==> config.mk <==
export PLATFORM = sky130hd
export DESIGN_NAME = hba_arbiter
export DESIGN_NICKNAME = d
export VERILOG_FILES = /design/src/rtl/hba_arbiter.sv
export SDC_FILE = /design/constraint.sdc
export NUM_CORES = 1
export LEC_CHECK = 0
export CORE_UTILIZATION = 23
export CTS_CLUSTER_DIAMETER = 200
export DETAILED_ROUTE_END_ITERATION = 6
export GPL_ROUTABILITY_DRIVEN = 0
export PLACE_DENSITY = 0.89
export SYNTH_ARGS = -nofsm -noshare
export SYNTH_HDL_FRONTEND = slang
export SYNTH_SLANG_ARGS = --single-unit
export TNS_END_PERCENT = 20
==> constraint.sdc <==
create_clock -name hba_clk -period 2.12 [get_ports hba_clk]
set_clock_uncertainty 0.15 [all_clocks]
set_input_delay 0.424 -clock hba_clk [delete_from_list [all_inputs] [get_ports hba_clk]]
set_output_delay 0.424 -clock hba_clk [all_outputs]
set_load 0.01 [all_outputs]
==> src/rtl/hba_arbiter.sv <==
// hba_arbiter: round-robin arbiter that shares the HBA bus between
// NUM_MASTERS bus masters. Grants are registered and one-hot. The granted
// master's address, rnw, select and write data are AND-OR multiplexed onto
// the shared slave bus. With no grant held, every bus output is zero.
//
// Optional feature (compile-time macro HBA_ARB_TIMEOUT_EN):
//   A watchdog revokes a grant after TIMEOUT_CYCLES grant cycles without
//   hba_xferack and pulses arb_timeout for one cycle. Without the macro,
//   arb_timeout is tied low and hba_xferack is ignored.
//
// Ports:
//   hba_clk         bus clock, rising edge
//   hba_reset       synchronous active-high reset
//   master_request  per-master bus request
//   master_abus     packed per-master addresses (ADDR_WIDTH each)
//   master_rnw      per-master read-not-write
//   master_select   per-master transfer-in-progress
//   master_dbus     packed per-master write data (DBUS_WIDTH each)
//   hba_xferack     slave transfer-complete (watchdog only)
//   hba_mgrant      one-hot registered grant
//   hba_abus        address of the granted master
//   hba_rnw         rnw of the granted master
//   hba_select      select of the granted master
//   hba_mdbus       write data of the granted master
//   arb_busy        high while a grant is held
//   arb_owner       index of the current or last owner
//   arb_timeout     one-cycle watchdog pulse
module hba_arbiter #(
  parameter int unsigned NUM_MASTERS    = 2,
  parameter int unsigned DBUS_WIDTH     = 8,
  parameter int unsigned ADDR_WIDTH     = 12,
  parameter int unsigned TIMEOUT_CYCLES = 255
) (
  input  logic                              hba_clk,
  input  logic                              hba_reset,
  input  logic [NUM_MASTERS-1:0]            master_request,
  input  logic [NUM_MASTERS*ADDR_WIDTH-1:0] master_abus,
  input  logic [NUM_MASTERS-1:0]            master_rnw,
  input  logic [NUM_MASTERS-1:0]            master_select,
  input  logic [NUM_MASTERS*DBUS_WIDTH-1:0] master_dbus,
  input  logic                              hba_xferack,
  output logic [NUM_MASTERS-1:0]            hba_mgrant,
  output logic [ADDR_WIDTH-1:0]             hba_abus,
  output logic                              hba_rnw,
  output logic                              hba_select,
  output logic [DBUS_WIDTH-1:0]             hba_mdbus,
  output logic                              arb_busy,
  output logic [2:0]                        arb_owner,
  output logic                              arb_timeout
);

  localparam int unsigned OW = (NUM_MASTERS > 1) ? $clog2(NUM_MASTERS) : 1;

  typedef enum logic {IDLE, GRANT} state_t;

  state_t                 state_q, state_d;
  logic [NUM_MASTERS-1:0] grant_q, grant_d;
  logic [OW-1:0]          owner_q, owner_d;
  logic [OW-1:0]          last_q, last_d;
  logic                   timeout_q, timeout_d;

  logic                   win_found;
  logic [OW-1:0]          win_idx;
  logic                   owner_req;
  logic                   wd_expire;

`ifdef HBA_ARB_TIMEOUT_EN
  logic [15:0] wd_cnt_q, wd_cnt_d;

  // Expire in the grant cycle that would bring the count to the limit;
  // an xferack in that same cycle wins and clears the count instead.
  assign wd_expire = (state_q == GRANT) && !hba_xferack &&
                     (wd_cnt_q == 16'(TIMEOUT_CYCLES - 1));

  always_comb begin
    wd_cnt_d = '0;
    if (state_q == GRANT && !hba_xferack)
      wd_cnt_d = wd_cnt_q + 16'd1;
  end

  always_ff @(posedge hba_clk) begin
    if (hba_reset) wd_cnt_q <= '0;
    else           wd_cnt_q <= wd_cnt_d;
  end
`else
  logic unused_xferack;
  assign unused_xferack = hba_xferack | (TIMEOUT_CYCLES == 0);
  assign wd_expire      = 1'b0;
`endif

  assign owner_req = master_request[owner_q];

  // Round-robin scan: first requester strictly after the last owner,
  // wrapping, so the last owner itself is considered last.
  always_comb begin
    int unsigned idx;
    win_found = 1'b0;
    win_idx   = '0;
    for (int unsigned k = 1; k <= NUM_MASTERS; k++) begin
      idx = (32'(last_q) + k) % NUM_MASTERS;
      if (!win_found && master_request[idx[OW-1:0]]) begin
        win_found = 1'b1;
        win_idx   = idx[OW-1:0];
      end
    end
  end

  // State register
  always_ff @(posedge hba_clk) begin
    if (hba_reset) begin
      state_q   <= IDLE;
      grant_q   <= '0;
      owner_q   <= '0;
      last_q    <= OW'(NUM_MASTERS - 1);
      timeout_q <= 1'b0;
    end else begin
      state_q   <= state_d;
      grant_q   <= grant_d;
      owner_q   <= owner_d;
      last_q    <= last_d;
      timeout_q <= timeout_d;
    end
  end

  // Next-state logic
  always_comb begin
    state_d   = state_q;
    grant_d   = grant_q;
    owner_d   = owner_q;
    last_d    = last_q;
    timeout_d = 1'b0;
    case (state_q)
      IDLE: begin
        if (win_found) begin
          state_d = GRANT;
          for (int unsigned i = 0; i < NUM_MASTERS; i++)
            grant_d[i] = (OW'(i) == win_idx);
          owner_d = win_idx;
          last_d  = win_idx;
        end
      end
      GRANT: begin
        if (!owner_req || wd_expire) begin
          state_d   = IDLE;
          grant_d   = '0;
          // A normal release in the expiry cycle is not a timeout.
          timeout_d = owner_req;
        end
      end
      default: begin
        state_d = IDLE;
        grant_d = '0;
      end
    endcase
  end

  // Output logic: registered status plus AND-OR bus multiplexer
  always_comb begin
    hba_mgrant  = grant_q;
    arb_busy    = (state_q == GRANT);
    arb_owner   = 3'(owner_q);
    arb_timeout = timeout_q;
    hba_abus    = '0;
    hba_rnw     = 1'b0;
    hba_select  = 1'b0;
    hba_mdbus   = '0;
    for (int unsigned i = 0; i < NUM_MASTERS; i++) begin
      hba_abus   = hba_abus   | ({ADDR_WIDTH{grant_q[i]}} & master_abus[i*ADDR_WIDTH +: ADDR_WIDTH]);
      hba_rnw    = hba_rnw    | (grant_q[i] & master_rnw[i]);
      hba_select = hba_select | (grant_q[i] & master_select[i]);
      hba_mdbus  = hba_mdbus  | ({DBUS_WIDTH{grant_q[i]}} & master_dbus[i*DBUS_WIDTH +: DBUS_WIDTH]);
    end
  end

endmodule

# Yosys cells after proc, flatten, opt, wreduce, memory -nomap -nowiden
# Cells that the tools add are included.
[totals] out_inout_bits=29 regBits=5 word_cells=45 in_bits=49
[classes] bitwise=14 n_mux=16 add_sub_neg=2 eq_ne=2 reduce_logical=4 magnitude_cmp=3
[op_table] op="$and 12x12->12" count=2
[op_table] op="$and 8x8->8" count=2
[op_table] op="$mux 1" count=12
[op_table] op="$or 12x12->12" count=1
[op_table] op="$or 8x8->8" count=1
[op_table] op="$lt 1x2->1 const B" count=3
[op_table] op="$and 1x1->1" count=4
[op_table] op="$mux 2" count=2
[op_table] op="$ne 2x2->1 const B" count=2
[op_table] op="$pmux 2 s2" count=1
[op_table] op="$reduce_and 2->1" count=2
[op_table] op="$add 1x1->1 const B" count=2
[op_table] op="$not 1->1" count=2
[op_table] op="$or 1x1->1" count=2
[op_table] op="$pmux 1 s2" count=1
[op_table] op="$logic_and 1x1->1" count=1
[op_table] op="$logic_not 1->1" count=1

# Depth between registers and ports, before layout
# Gate-level depths: netlist (run 1).
[logic_depth] word_depth=10 depth_mapped=3 depth_no_buf=3

# Worst setup path before layout (run 1)
# No wires, ideal clock.
[synth_path] path_kind="register -> output" start="register grant_q[0] (netlist: hba_mgrant[0])" end="output hba_abus[0]" t_required_ps=1546 n_path_buf=1 t_arrival_ps=839 path_stages_with_launch=3 setup_slack_ps=707 path_cell_list="dfxtp_1 > buf_2 > a22o_1"
[synth_via] elab_chain_cells=2
[synth_rtl] element="start: declaration" line="57" rtl="logic [NUM_MASTERS-1:0] grant_q, grant_d;"
[synth_rtl] element="start signal: assignment" line="118" rtl="grant_q <= grant_d;"
[synth_rtl] element="$and 12x12->12" line="168" rtl="hba_abus = hba_abus | ({ADDR_WIDTH{grant_q[i]}} & master_abus[i*ADDR_WIDTH +: ADDR_WIDTH]);"
[synth_rtl] element="$or 12x12->12" line="168"
[synth_rtl] element="end: declaration" line="43" rtl="output logic [ADDR_WIDTH-1:0] hba_abus,"
# Every way passes these cells.

# Final worst setup path (run 1)
[layout_path] start="register grant_q[0] (netlist: hba_mgrant[0])" end="output hba_mgrant[0]"
[layout_lines] element="end: declaration" line="42" rtl="output logic [NUM_MASTERS-1:0] hba_mgrant,"
# No word-level cell between the ends.

==> flow_metrics.env, run 1 <==
export IMPL_synth_xor_xnor_area_share_pct=0
export IMPL_post_route_drc_count=0
export IMPL_antenna_diode_count=0
export IMPL_track_usage_pct=19.14
export IMPL_share_of_the_clock_period_used_by_the_worst_path_pct=90.62
export IMPL_yosys_cell_count_top_type="sky130_fd_sc_hd__a22o_1"
export IMPL_worstSkewPairLatency_ps=250
export IMPL_io_pin_count=78
export IMPL_clock_root_buffer="sky130_fd_sc_hd__clkbuf_4"
export IMPL_outcome="completed"
export IMPL_synth_cells=57
export IMPL_syn_area_per_cell_sq_um=8.254
export IMPL_detailedPlace_worstSlack_ps=-20.57
export IMPL_dominant_cell_type_by_area_after_synthesis="sky130_fd_sc_hd__a22o_1"
export IMPL_grt_max_degree=24
export IMPL_peakVddDrop_mv=0.3646
export IMPL_clkSlewWorstSetupHoldPaths_ps=50
export IMPL_drt_wl_total_um=2297
export IMPL_ys_async_sr_fraction_pct=0
export IMPL_numPortBuffers=73
export IMPL_floorplan_initialDensity_pct=25.84
export IMPL_synth_cell_area_sq_um=470.5
export IMPL_holdWs_ps=350.1
export IMPL_synth_simple_gate_area_share_pct=12.23
export IMPL_cts_sinks=5
export IMPL_fraction_of_the_mapped_netlist_area_in_compound_gates_pct=51.06
export IMPL_min_delay_path_class="reg2reg"
export IMPL_postSynth_topFlopCell="sky130_fd_sc_hd__dfxtp_1"
export IMPL_htree_num_levels=1
export IMPL_timing_final_setup_violations=0
export IMPL_via_per_inst=4.787
export IMPL_synth_top_area_share_pct=40.96
export IMPL_tritoncts_clock_tree="yes"
export IMPL_detailroute_via_count=742
export IMPL_pd_cells_nw_per_um2=381.7
export IMPL_num_rows=15
export IMPL_final_period_minus_worst_setup_slack_ps=1921
export IMPL_post_cts_repair_setup_buffers=0
export IMPL_coreArea_sq_um=1821
export IMPL_yosysSeqAreaShare_pct=21.28
export IMPL_fp_dieArea_sq_um=2230
export IMPL_final_layout_size_suffix_gt1_share_pct=6.923
export IMPL_worstSetupEndpointType="primary output"
export IMPL_report_power_total_uw=481.9
export IMPL_final_setup_worst_slack_ps=198.8
export IMPL_drtPass1Iterations=4
export IMPL_timing_final_max_slew_violations=0
export IMPL_path_max_fanout=23
export IMPL_drt_wirelength_per_cell_um=14.82
export IMPL_synth_top_cells_by_area="sky130_fd_sc_hd__a22o_1 (41%), sky130_fd_sc_hd__dfxtp_1 (21%), sky130_fd_sc_hd__buf_4 (6.4%)"
export IMPL_fin_nets=180
export IMPL_worst_setup_path_start_kind="register"
export IMPL_floorplan_die_height_um=47.23
export IMPL_final_hold_violation_count=0
export IMPL_setup_worst_path_class="reg2out"
export IMPL_rsz0062_at_grt="no"
export IMPL_cts_buffers_inserted=3
export IMPL_crit_required_ps=1550
export IMPL_cts_hold_repair_buffers=0
export IMPL_yosys_warnings=0
export IMPL_synth_cell_type_count=19
export IMPL_detail_route_antenna_nets=0
export IMPL_post_synth_mux_area_share_pct=2.394
export IMPL_synth_seq_cells=5
export IMPL_first_global_vias=651
export IMPL_area_delta_synth_final_pct=168.4
export IMPL_dominant_combinational_cell_family_by_area_after_synthesis="compound AO/OA/AOI/OAI gates"
export IMPL_cell_types_with_the_highest_counts_after_synthesis="sky130_fd_sc_hd__a22o_1 (22), sky130_fd_sc_hd__dfxtp_1 (5), sky130_fd_sc_hd__buf_2 (4), sky130_fd_sc_hd__buf_4 (4), sky130_fd_sc_hd__nand2_1 (4)"
export IMPL_die_width_um=47.23
export IMPL_place_detailed_hpwl_um=1948
export IMPL_cellLeakagePower_uw=0.0006789
export IMPL_drtIter0Drc=5
export IMPL_initial_antenna_violation_count=0
export IMPL_clock_tree_buffer_depth=2
export IMPL_max_cap_violations=0
export IMPL_synth_adder_area_share_pct=0
export IMPL_cp_data_arrival_time_ps=1350
export IMPL_edff_count_synth=0
export IMPL_gr_total_overflow=0
export IMPL_global_route_wire_length_before_repair_um=3022
export IMPL_upper_clock_frequency_limit_mhz=520.5
==> final timing paths <==
check,start,to,slack (ps),depth (start not counted)
max,hba_mgrant[0],hba_mgrant[0],200,2
min,owner_q,owner_q,350,2
max reg2reg,arb_busy,last_q,940,2
min reg2reg,owner_q,owner_q,350,2
==> cell usage in the layout, fill, tap and decap left out <==
master	instances
sky130_fd_sc_hd__a211oi_2	1
sky130_fd_sc_hd__a211o_2	1
sky130_fd_sc_hd__a21o_1	1
sky130_fd_sc_hd__a31oi_1	2
sky130_fd_sc_hd__a21oi_1	1
sky130_fd_sc_hd__clkbuf_4	3
sky130_fd_sc_hd__dfxtp_1	5
sky130_fd_sc_hd__dlygate4sd2_1	13
sky130_fd_sc_hd__mux2_2	1
sky130_fd_sc_hd__nand2b_1	1
sky130_fd_sc_hd__inv_1	1
sky130_fd_sc_hd__nand2_1	4
sky130_fd_sc_hd__buf_12	2
sky130_fd_sc_hd__dlymetal6s2s_1	9
sky130_fd_sc_hd__conb_1	3
sky130_fd_sc_hd__inv_2	1
sky130_fd_sc_hd__nand3b_1	1
sky130_fd_sc_hd__clkdlybuf4s50_1	51
sky130_fd_sc_hd__nor2_1	3
sky130_fd_sc_hd__nor3b_1	1
sky130_fd_sc_hd__a22o_1	22
sky130_fd_sc_hd__nand3_1	2
sky130_fd_sc_hd__clkbuf_1	1
==> metrics by stage <==
step	TNS [ps]	utilization [%]	std cells	area, sq um
floorplan	0	-	59	478.0
global placement	-7.087	67.56	151	1230
detailed placement	-114.5	67.56	151	1230
CTS	0	68.11	155	1240
global route	0	69.35	155	1262
finish	0	69.35	155	1262
==> critical path, cell delays in order (launching register included) <==
cell	delay, ps
sky130_fd_sc_hd__dfxtp_1	390
sky130_fd_sc_hd__buf_12	180
sky130_fd_sc_hd__clkdlybuf4s50_1	540
==> area by class of cell <==
class                           instances  area [sq um]
Clock buffer                            4         26.28
Fill cell                             143         558.0
Inverter                                2         7.507
Multi-Input combinational cell         44         320.3
Sequential cell                         5         100.1
Tap cell                               25         31.28
Timing Repair Buffer                   75         777.0
==> kinds of logic after synthesis <==
logic type             Yosys count
muxes                            1
AOI/OAI and AO/OA               28
and+or+nand+nor                 12
other                            1
DFF                              5
buffers and inverters           10
==> repair_timing <==
action,in CTS,in global routing
gates resized for setup,13,9
hold endpoints to repair,0,0
setup endpoints to repair,13,9
==> per-layer routing <==
| layer | global-route usage, % | routed length [um] | vias to the layer above |
|---|---|---|---|
| met2 | 35.07 | 1115 | 43 |
| met3 | 5.000 | 299 | 4 |
| met1 | 20.23 | 851 | 331 |
| li1 | - | - | 364 |
| met4 | 8.571 | 31 | 0 |
| met5 | 0 | 0 | - |
==> registers in the layout, indices dropped and copies added, names as in the netlist <==
| signal | cells |
|---|---|
| arb_busy | 1 |
| hba_mgrant | 2 |
| last_q | 1 |
| owner_q | 1 |
==> power by group <==
group	internal, uW	switching (uW)
clock	71.2	40.2
combinational	169	89.2
sequential	102	10.1
No activity file was read; power rests on OpenSTA's default activity.
==> run 2, diff against run 1 <==
Settings changed: CTS_CLUSTER_SIZE set to 25.
==> results of run 2 <==
The final DEF is identical to that of run 1; final timing and power are the same.
